`config.mk`:
```
export PLATFORM = sky130hd
export DESIGN_NAME = comparison_sweeper
export DESIGN_NICKNAME = d
export VERILOG_FILES = /design/src/rtl/comparison_sweeper.sv
export SDC_FILE = /design/constraint.sdc
export NUM_CORES = 1
export LEC_CHECK = 0
export CAP_MARGIN = 20
export CORE_ASPECT_RATIO = 1.75
export CORE_MARGIN = 2
export CORE_UTILIZATION = 45
export CTS_BUF_LIST = sky130_fd_sc_hd__clkbuf_2 sky130_fd_sc_hd__clkbuf_4 sky130_fd_sc_hd__clkbuf_8
export CTS_CLUSTER_DIAMETER = 50
export DETAILED_ROUTE_END_ITERATION = 6
export PLACE_DENSITY = 0.82
export SETUP_SLACK_MARGIN = 0.15
export SLEW_MARGIN = 20
export SYNTH_ARGS = -nofsm -noshare
export SYNTH_HDL_FRONTEND = slang
export SYNTH_SLANG_ARGS = --single-unit
```
`constraint.sdc`:
```
create_clock -name clk -period 4.5 [get_ports clk]
set_clock_uncertainty 0.05 [all_clocks]
set_input_delay 0.9 -clock clk [delete_from_list [all_inputs] [get_ports clk]]
set_output_delay 0.9 -clock clk [all_outputs]
set_load 0.02 [all_outputs]
```
`src/rtl/comparison_sweeper.sv`:
```
// comparison_sweeper
//   Self-checking stimulus driver for a 4-bit comparison unit (eq / gt / le / max).
//   It drives every enabled (sel, b, a) vector onto the comparator input. After each
//   vector has settled, it samples the result and checks it against a golden model.
//   It accumulates the mismatch count and captures the first failing vector.
//
// Parameters
//   SETTLE   cycles each vector is held before cmp_in is sampled (>= 1)
//   OP_MASK  bit k set -> sweep op k (0 eq, 1 gt, 2 le, 3 max)
//
// Ports
//   clk         system clock, rising edge
//   rst         synchronous active-high reset
//   start       1-cycle pulse, starts a sweep from IDLE or DONE
//   sw_out      comparator input {sel[1:0], b[3:0], a[3:0]}
//   cmp_in      comparator result (9 bits)
//   busy        high while sweeping
//   done        high after a sweep, held until the next start or rst
//   pass        valid with done, 1 iff no mismatches
//   err_count   number of mismatching vectors
//   fail_valid  a first mismatch has been captured
//   fail_vec    sw_out value of the first mismatch
//   fail_got    cmp_in value of the first mismatch
module comparison_sweeper #(
   parameter int unsigned SETTLE  = 2,
   parameter logic [3:0]  OP_MASK = 4'b1111
) (
   input  logic        clk,
   input  logic        rst,
   input  logic        start,
   output logic [9:0]  sw_out,
   input  logic [8:0]  cmp_in,
   output logic        busy,
   output logic        done,
   output logic        pass,
   output logic [10:0] err_count,
   output logic        fail_valid,
   output logic [9:0]  fail_vec,
   output logic [8:0]  fail_got
);

   localparam int unsigned CNT_W = (SETTLE > 1) ? $clog2(SETTLE) : 1;

   typedef enum logic [1:0] {
      S_IDLE,
      S_DRIVE,
      S_CHECK,
      S_DONE
   } state_t;

   state_t             state;
   logic [CNT_W-1:0]   settle_cnt;

   logic [1:0]         cur_sel;
   logic [3:0]         cur_a;
   logic [3:0]         cur_b;
   logic               first_ok;
   logic [1:0]         first_sel;
   logic               next_ok;
   logic [1:0]         next_sel;
   logic [8:0]         expected;
   logic               mismatch;
   logic               last_vec;
   logic [9:0]         next_vec;

   assign cur_sel = sw_out[9:8];
   assign cur_b   = sw_out[7:4];
   assign cur_a   = sw_out[3:0];

   // Lowest enabled op: the first op a sweep visits.
   always_comb begin
      first_ok  = 1'b0;
      first_sel = 2'd0;
      for (int k = 3; k >= 0; k--) begin
         if (OP_MASK[k]) begin
            first_ok  = 1'b1;
            first_sel = 2'(k);
         end
      end
   end

   // Next enabled op above the current one, so masked ops are skipped.
   always_comb begin
      next_ok  = 1'b0;
      next_sel = 2'd0;
      for (int k = 3; k >= 0; k--) begin
         if (OP_MASK[k] && (k > int'(cur_sel))) begin
            next_ok  = 1'b1;
            next_sel = 2'(k);
         end
      end
   end

   // Golden comparator model. Unlisted bits are zero.
   always_comb begin
      expected = 9'd0;
      case (cur_sel)
         2'd0:    expected[0]   = (cur_a == cur_b);
         2'd1:    expected[0]   = (cur_a >  cur_b);
         2'd2:    expected[0]   = (cur_a <= cur_b);
         default: expected[3:0] = (cur_a > cur_b) ? cur_a : cur_b;
      endcase
   end

   assign mismatch = (cmp_in != expected);

   // a increments fastest, then b. Wrapping {b,a} moves to the next enabled op.
   assign last_vec = (sw_out[7:0] == 8'hFF) && !next_ok;
   assign next_vec = (sw_out[7:0] == 8'hFF) ? {next_sel, 8'h00}
                                            : {cur_sel, sw_out[7:0] + 8'd1};

   // Sweep FSM with registered outputs.
   always_ff @(posedge clk) begin
      if (rst) begin
         state      <= S_IDLE;
         settle_cnt <= '0;
         sw_out     <= '0;
         busy       <= 1'b0;
         done       <= 1'b0;
         pass       <= 1'b0;
         err_count  <= '0;
         fail_valid <= 1'b0;
         fail_vec   <= '0;
         fail_got   <= '0;
      end else begin
         case (state)
            S_IDLE, S_DONE: begin
               if (start) begin
                  settle_cnt <= '0;
                  err_count  <= '0;
                  fail_valid <= 1'b0;
                  fail_vec   <= '0;
                  fail_got   <= '0;
                  if (first_ok) begin
                     sw_out <= {first_sel, 8'h00};
                     busy   <= 1'b1;
                     done   <= 1'b0;
                     pass   <= 1'b0;
                     state  <= S_DRIVE;
                  end else begin
                     // Nothing to sweep: report an immediate clean pass.
                     sw_out <= '0;
                     busy   <= 1'b0;
                     done   <= 1'b1;
                     pass   <= 1'b1;
                     state  <= S_DONE;
                  end
               end
            end

            S_DRIVE: begin
               if (settle_cnt == CNT_W'(SETTLE - 1)) begin
                  settle_cnt <= '0;
                  state      <= S_CHECK;
               end else begin
                  settle_cnt <= settle_cnt + CNT_W'(1);
               end
            end

            S_CHECK: begin
               if (mismatch) begin
                  err_count <= err_count + 11'd1;
                  if (!fail_valid) begin
                     fail_valid <= 1'b1;
                     fail_vec   <= sw_out;
                     fail_got   <= cmp_in;
                  end
               end
               if (last_vec) begin
                  // sw_out keeps the last vector while DONE is held.
                  busy  <= 1'b0;
                  done  <= 1'b1;
                  pass  <= !mismatch && (err_count == 11'd0);
                  state <= S_DONE;
               end else begin
                  sw_out <= next_vec;
                  state  <= S_DRIVE;
               end
            end

            default: begin
               state <= S_IDLE;
            end
         endcase
      end
   end

endmodule

```
==> flow_metrics.env, run 1 <==
export IMPL_outcome="completed"
export IMPL_rsz0062_at_grt="false"
export IMPL_dieArea_um2=7150
export IMPL_async_flop_share=0
export IMPL_area_growth_pct=22.8
export IMPL_multi_input_area_um2=1780
export IMPL_nets=441
export IMPL_sw_frac_of_total=0.314
export IMPL_clock_latency_ns=0.31
export IMPL_slew_limit_headroom=0.329
export IMPL_cts_tree="done"
export IMPL_clockRootBuffer="clkbuf_8"
export IMPL_ios=56
export IMPL_htree_levels=2
export IMPL_clock_sinks=47
export IMPL_ys_seq_elements=47
export IMPL_setup_ws_ns=0.989
export IMPL_fin_crit_sh=0.780
export IMPL_start_util=0.467
export IMPL_final_common_cell="clkdlybuf4s50_1"
export IMPL_holdCritPathClass="flip-flop to flip-flop"
export IMPL_grt_pass1_wl_mm=11.9
export IMPL_rows=38
export IMPL_cellPowerDensity_nw_per_um2=248
export IMPL_switchingPower_mw=0.278
export IMPL_start_kind="flip-flop"
export IMPL_pwr_share_clk=0.306
export IMPL_grt_pass1_vias=2620
export IMPL_hold_buffers=0
export IMPL_ys_flop_type="dfxtp_1"
export IMPL_internal_power_mw=0.607
export IMPL_hold_viol=0
export IMPL_hold_ws_ns=0.411
export IMPL_arrival_ns=3.70
export IMPL_detailed_place_area_um2=3460
export IMPL_synth_edf_count=0
export IMPL_seq_area_um2=941
export IMPL_cts_buffer_depth=2
export IMPL_drt_iter0_drc=163
export IMPL_grt_max_degree=62
export IMPL_drc_errors=0
export IMPL_firstDrtPassIters=4
export IMPL_vias=2966
export IMPL_maxSlewViolCount=0
export IMPL_dieWidth_um=64.8
export IMPL_end_kind="flip-flop"
export IMPL_drive_gt1_frac=0.0604
export IMPL_netlist_area_um2=2910
export IMPL_post_cts_resized=0
export IMPL_gp_congestion=0.847
export IMPL_p_comb_frac=0.205
export IMPL_fillers=584
export IMPL_grt_use_total=0.209
export IMPL_seqPwrFrac=0.489
export IMPL_cts_buffers=5
export IMPL_drt_total_wl_mm=7.51
export IMPL_die_y_um=110
export IMPL_most_common_layout_cells="clkdlybuf4s50_1 (54), dfxtp_1 (47), nand2_1 (37)"
export IMPL_critPathKind="flip-flop to flip-flop"
export IMPL_grt_antenna_before_repair=0
export IMPL_port_buffers=55
export IMPL_final_area_um2=3570
export IMPL_avgRoutedWirePerCell_um=15.2
export IMPL_gr_total_overflow=0
export IMPL_cp_max_fo=52
export IMPL_place_ws_ns=1.00
export IMPL_seq_area_frac_synth=0.324
export IMPL_antenna_left=0
export IMPL_avgViaCountPerCell=6.00
export IMPL_hpwl_mm=5.25
export IMPL_post_cts_buffers=0
export IMPL_synth_warnings=0
export IMPL_utilization=0.573
export IMPL_syn_area_per_cell_um2=7.69
export IMPL_clkSlewWorstSetupHoldPaths_ns=0.10
export IMPL_ys_types=48
export IMPL_synthCells=378
export IMPL_core_area_um2=6230
export IMPL_setup_violations=0
export IMPL_setup_tns_ns=0
export IMPL_cp_required_ns=4.69
export IMPL_fin_crit_ns=3.51
export IMPL_ir_drop_uv=227
export IMPL_max_freq_ghz=0.285
export IMPL_insertedDiodeCount=0
export IMPL_worst_slew_pin_slew_ns=1.01
export IMPL_maxCapViolCount=0
export IMPL_syn_nets=406
export IMPL_p_leak_nw=1.18
synth_stat cells, types with 2 or more instances:
| library cell | n | share of area |
|---|---|---|
| mux2_2 | 2 | 0.0077 |
| a211oi_1 | 5 | 0.013 |
| a31oi_1 | 11 | 0.024 |
| o21ai_0 | 34 | 0.059 |
| nand4_1 | 7 | 0.015 |
| xnor2_1 | 3 | 0.0090 |
| a21o_1 | 2 | 0.0052 |
| a21oi_1 | 12 | 0.021 |
| o31ai_1 | 2 | 0.0052 |
| nor2b_1 | 21 | 0.045 |
| nand2_1 | 37 | 0.048 |
| nor2_1 | 24 | 0.031 |
| nand2b_1 | 2 | 0.0043 |
| clkbuf_1 | 28 | 0.036 |
| and4_1 | 3 | 0.0090 |
| xor2_1 | 2 | 0.0060 |
| buf_2 | 5 | 0.0086 |
| nor3b_1 | 2 | 0.0052 |
| or3_1 | 3 | 0.0065 |
| or4_1 | 2 | 0.0052 |
| nand3_1 | 28 | 0.048 |
| a2111oi_0 | 2 | 0.0060 |
| or2_2 | 3 | 0.0065 |
| o41ai_1 | 19 | 0.057 |
| ha_1 | 16 | 0.069 |
| nor4_1 | 3 | 0.0065 |
| mux2i_1 | 3 | 0.010 |
| a41o_1 | 2 | 0.0069 |
| nor3_1 | 13 | 0.022 |
| dfxtp_1 | 47 | 0.32 |
| nand3b_1 | 2 | 0.0052 |
| inv_1 | 16 | 0.021 |
| o2111ai_1 | 2 | 0.0060 |
final timing paths:
check | startpoint | to | cells after the start | slack [ns]
setup / recovery | sw_out[7]$_SDFFE_PP0P_ | err_count[2]$_SDFFE_PP0P_ | 10 | 0.99
hold / removal | busy$_SDFFE_PP0P_ | busy$_SDFFE_PP0P_ | 2 | 0.41
setup reg to reg | sw_out[7]$_SDFFE_PP0P_ | err_count[2]$_SDFFE_PP0P_ | 10 | 0.99
hold reg to reg | busy$_SDFFE_PP0P_ | busy$_SDFFE_PP0P_ | 2 | 0.41
worst max-delay path: stages (launching register included):
cell and delay, ns:
dfxtp_1 0.51, inv_1 0.16, ha_1 0.41, a21oi_2 0.46
a211oi_1 0.17, a211oi_1 0.36, o21ai_0 0.18, and4_1 0.21
buf_4 0.26, or4_1 0.51, a31oi_1 0.16
cells by family after synthesis:
group | after synthesis | synth area share
multiplexers | 5 | 0.0181
XOR/XNOR | 5 | 0.0151
adder cells (fa/ha/maj) | 16 | 0.0688
buffers and inverters | 49 | 0.0654
AND/OR/NAND/NOR | 153 | 0.269
flip-flops | 47 | 0.324
AO/OA/AOI/OAI | 103 | 0.240
power by group through the flow:
| stage | Sequential, mW | Combinational [mW] | Clock [mW] |
|---|---|---|---|
| 2_1_floorplan | 0.445 | 0.118 | 0 |
| 4_1_cts | 0.432 | 0.173 | 0.274 |
| 3_5_place_dp | 0.442 | 0.172 | 0 |
| 3_3_place_gp | 0.441 | 0.168 | 0 |
| 6_report | 0.433 | 0.182 | 0.270 |
| 5_1_grt | 0.434 | 0.198 | 0.287 |
sequential cells by signal, summed over array words and instances, names as in the netlist:
signal / count
sw_out: 10
settle_cnt: 1
fail_valid: 1
fail_vec: 10
state: 2
busy: 1
pass: 1
done: 1
fail_got: 9
err_count: 11
cell type report:
cell class,instances,share of cell area
clock inverters,2,0.00491
flip-flops and latches,47,0.264
repair buffers,61,0.168
well taps,80,0.0280
multi-input cells,282,0.498
clock buffers,6,0.0214
inverters,16,0.0168
layer usage:
metal  part of all wire  track usage  routed length [um]
met2               0.55        0.391                4130
met1               0.39        0.233                2960
met3              0.039       0.0254                 289
met4              0.017       0.0912                 129
met5                  0            0                   0
through the flow:
stage               power, mW  instances
floorplan               0.563        378
global placement        0.610        485
detailed placement      0.614        485
CTS                     0.879        493
global route            0.918        494
finish                  0.885        494
(Power assumes the default switching activity.)
==> run 2: changes to the inputs <==
--- a/config.mk
+++ b/config.mk
@@ -12,7 +12,7 @@
 export CTS_BUF_LIST = sky130_fd_sc_hd__clkbuf_2 sky130_fd_sc_hd__clkbuf_4 sky130_fd_sc_hd__clkbuf_8
 export CTS_CLUSTER_DIAMETER = 50
 export DETAILED_ROUTE_END_ITERATION = 6
-export PLACE_DENSITY = 0.82
+export PLACE_DENSITY = 0.85
 export SETUP_SLACK_MARGIN = 0.15
 export SLEW_MARGIN = 20
 export SYNTH_ARGS = -nofsm -noshare
==> constraint.sdc (replaced) <==
create_clock -name clk -period 2.9 [get_ports clk]
set_clock_uncertainty 0.05 [all_clocks]
set_input_delay 0.58 -clock clk [delete_from_list [all_inputs] [get_ports clk]]
set_output_delay 0.58 -clock clk [all_outputs]
set_load 0.02 [all_outputs]
==> flow_metrics.env, run 2 (synthesis results as in run 1) <==
export IMPL_outcome="completed"
export IMPL_p_comb_frac=0.231
export IMPL_firstDrtPassIters=5
export IMPL_cts_tree="done"
export IMPL_hp_start="busy$_SDFFE_PP0P_"
export IMPL_setup_tns_ns=0
export IMPL_p_leak_nw=1.34
export IMPL_pwr_share_clk=0.289
export IMPL_grt_pass1_wl_mm=13.4
export IMPL_area_growth_pct=34.4
export IMPL_hold_viol=0
export IMPL_crit_family="simple AND/OR/NAND/NOR gates"
export IMPL_regMostFlops="err_count"
export IMPL_die_y_um=110
export IMPL_hold_buffers=0
export IMPL_avgRoutedWirePerCell_um=16.6
export IMPL_most_common_layout_cells="clkdlybuf4s50_1 (54), dfxtp_1 (41), nand2_1 (37)"
export IMPL_fin_crit_sh=0.934
export IMPL_insertedDiodeCount=0
export IMPL_final_area_um2=3910
export IMPL_hold_ws_ns=0.431
export IMPL_arrival_ns=2.90
export IMPL_hpwl_mm=6.14
export IMPL_clkSlewWorstSetupHoldPaths_ns=0.09
export IMPL_port_buffers=55
export IMPL_vias=3163
export IMPL_internal_power_mw=0.935
export IMPL_core_area_um2=6230
export IMPL_r2r_cells=10
export IMPL_nets=469
export IMPL_final_common_cell="clkdlybuf4s50_1"
export IMPL_drive_gt1_frac=0.172
export IMPL_cp_max_fo=7
export IMPL_max_stage_delay_ns=0.39
export IMPL_largest_reg_flops=11
export IMPL_cts_buffers=5
export IMPL_critPathKind="flip-flop to flip-flop"
export IMPL_gp_congestion=0.928
export IMPL_cp_required_ns=3.10
export IMPL_ios=56
export IMPL_drc_errors=0
export IMPL_dieArea_um2=7150
export IMPL_clock_sinks=47
export IMPL_maxCapViolCount=0
export IMPL_cts_buffer_depth=2
export IMPL_grt_antenna_before_repair=0
export IMPL_reg2reg_setup_slack_ns=0.19
export IMPL_drt_total_wl_mm=8.67
export IMPL_sw_frac_of_total=0.322
export IMPL_dieWidth_um=64.8
export IMPL_htree_levels=2
export IMPL_detailed_place_area_um2=3670
export IMPL_switchingPower_mw=0.444
export IMPL_worst_slew_pin_slew_ns=0.495
export IMPL_drt_iter0_drc=158
export IMPL_start_util=0.467
export IMPL_grt_max_degree=39
export IMPL_reg2reg_from="sw_out[0]$_SDFFE_PP0P_"
export IMPL_seqPwrFrac=0.481
export IMPL_rows=38
export IMPL_grt_pass1_vias=2942
export IMPL_antenna_left=0
export IMPL_ir_drop_uv=264
export IMPL_slew_limit_headroom=0.662
export IMPL_holdPathStages=2
export IMPL_gr_total_overflow=0
export IMPL_path_cells="inv_1, ha_1, and4_2, a21o_2, a311oi_1, o211ai_1, and4_4, buf_6, or4_1, a31oi_1"
export IMPL_fin_crit_ns=2.71
export IMPL_grt_use_total=0.240
export IMPL_end_kind="flip-flop"
export IMPL_avgViaCountPerCell=6.07
export IMPL_holdCritPathClass="flip-flop to flip-flop"
export IMPL_fillers=524
export IMPL_clockRootBuffer="clkbuf_8"
export IMPL_rsz0062_at_grt="true"
export IMPL_max_freq_ghz=0.369
export IMPL_start_kind="flip-flop"
export IMPL_cellPowerDensity_nw_per_um2=353
export IMPL_setup_violations=0
export IMPL_clock_latency_ns=0.31
export IMPL_r2r_end="err_count[2]$_SDFFE_PP0P_"
export IMPL_maxSlewViolCount=0
export IMPL_top_regs="err_count x11, fail_vec x10, sw_out x10"
export IMPL_whs_endpoint="busy$_SDFFE_PP0P_"
export IMPL_cp_num_buf_inv=2
export IMPL_slowest_stage="or4_1"
run 2: layer usage:
| metal | GRT usage | routed length (um) |
|---|---|---|
| met5 | 0 | 0 |
| met4 | 0.144 | 350 |
| met3 | 0.0335 | 365 |
| met2 | 0.446 | 4630 |
| met1 | 0.251 | 3320 |
run 2: worst max-delay path by stage:
stage	from	endpoint	slack, ns	depth (start not counted)
floorplan	sw_out[7]$_SDFFE_PP0P_	err_count[2]$_SDFFE_PP0P_	0.17	12
global placement	cmp_in[6]	err_count[9]$_SDFFE_PP0P_	0.01	8
detailed placement	cmp_in[6]	err_count[5]$_SDFFE_PP0P_	-0.11	8
CTS	sw_out[5]$_SDFFE_PP0P_	err_count[2]$_SDFFE_PP0P_	0.15	11
global route	sw_out[0]$_SDFFE_PP0P_	err_count[2]$_SDFFE_PP0P_	0.09	10
finish	sw_out[0]$_SDFFE_PP0P_	err_count[2]$_SDFFE_PP0P_	0.19	10
run 2: timing repair:
item	in CTS	in global routing
buffers inserted	2	7
endpoints found under the setup margin	9	14
resized for setup	4	22
pin swaps	4	16
gates cloned	0	1
run 2: cell type report:
cell class | instances | area [um^2] | share of cell area
multi-input cells | 282 | 1890 | 0.483
flip-flops and latches | 47 | 958 | 0.245
repair buffers | 89 | 816 | 0.209
well taps | 80 | 100 | 0.0256
clock buffers | 5 | 68.8 | 0.0176
inverters | 16 | 65.1 | 0.0166
clock inverters | 2 | 13.8 | 0.00352
run 2: worst register-to-register path, delay by kind of cell, from the launching register on:
kind / cells / cell delay (ns)
DFF: 1 / 0.33
and+or+nand+nor: 3 / 0.87
AOI/OAI and AO/OA: 4 / 0.85
adders and majority gates: 1 / 0.37
buffers and inverters: 2 / 0.19
run 2: power groups by stage:
stage | clock network (mW) | registers, mW | logic, mW
2_1_floorplan | 0 | 0.688 | 0.192
5_1_grt | 0.425 | 0.665 | 0.341
3_3_place_gp | 0 | 0.677 | 0.288
4_1_cts | 0.405 | 0.663 | 0.298
6_report | 0.398 | 0.663 | 0.318
3_5_place_dp | 0 | 0.678 | 0.296
run 2: metrics by stage:
stage / worst slack (ns) / power [mW] / util / instances
after CTS: 0.151 / 1.37 / 0.606 / 513
after global placement: 0.0125 / 0.965 / 0.589 / 504
final: 0.191 / 1.38 / 0.628 / 521
after detailed placement: -0.108 / 0.974 / 0.589 / 504
after global routing: 0.0882 / 1.43 / 0.628 / 521
after floorplan: 0.171 / 0.880 / - / 378
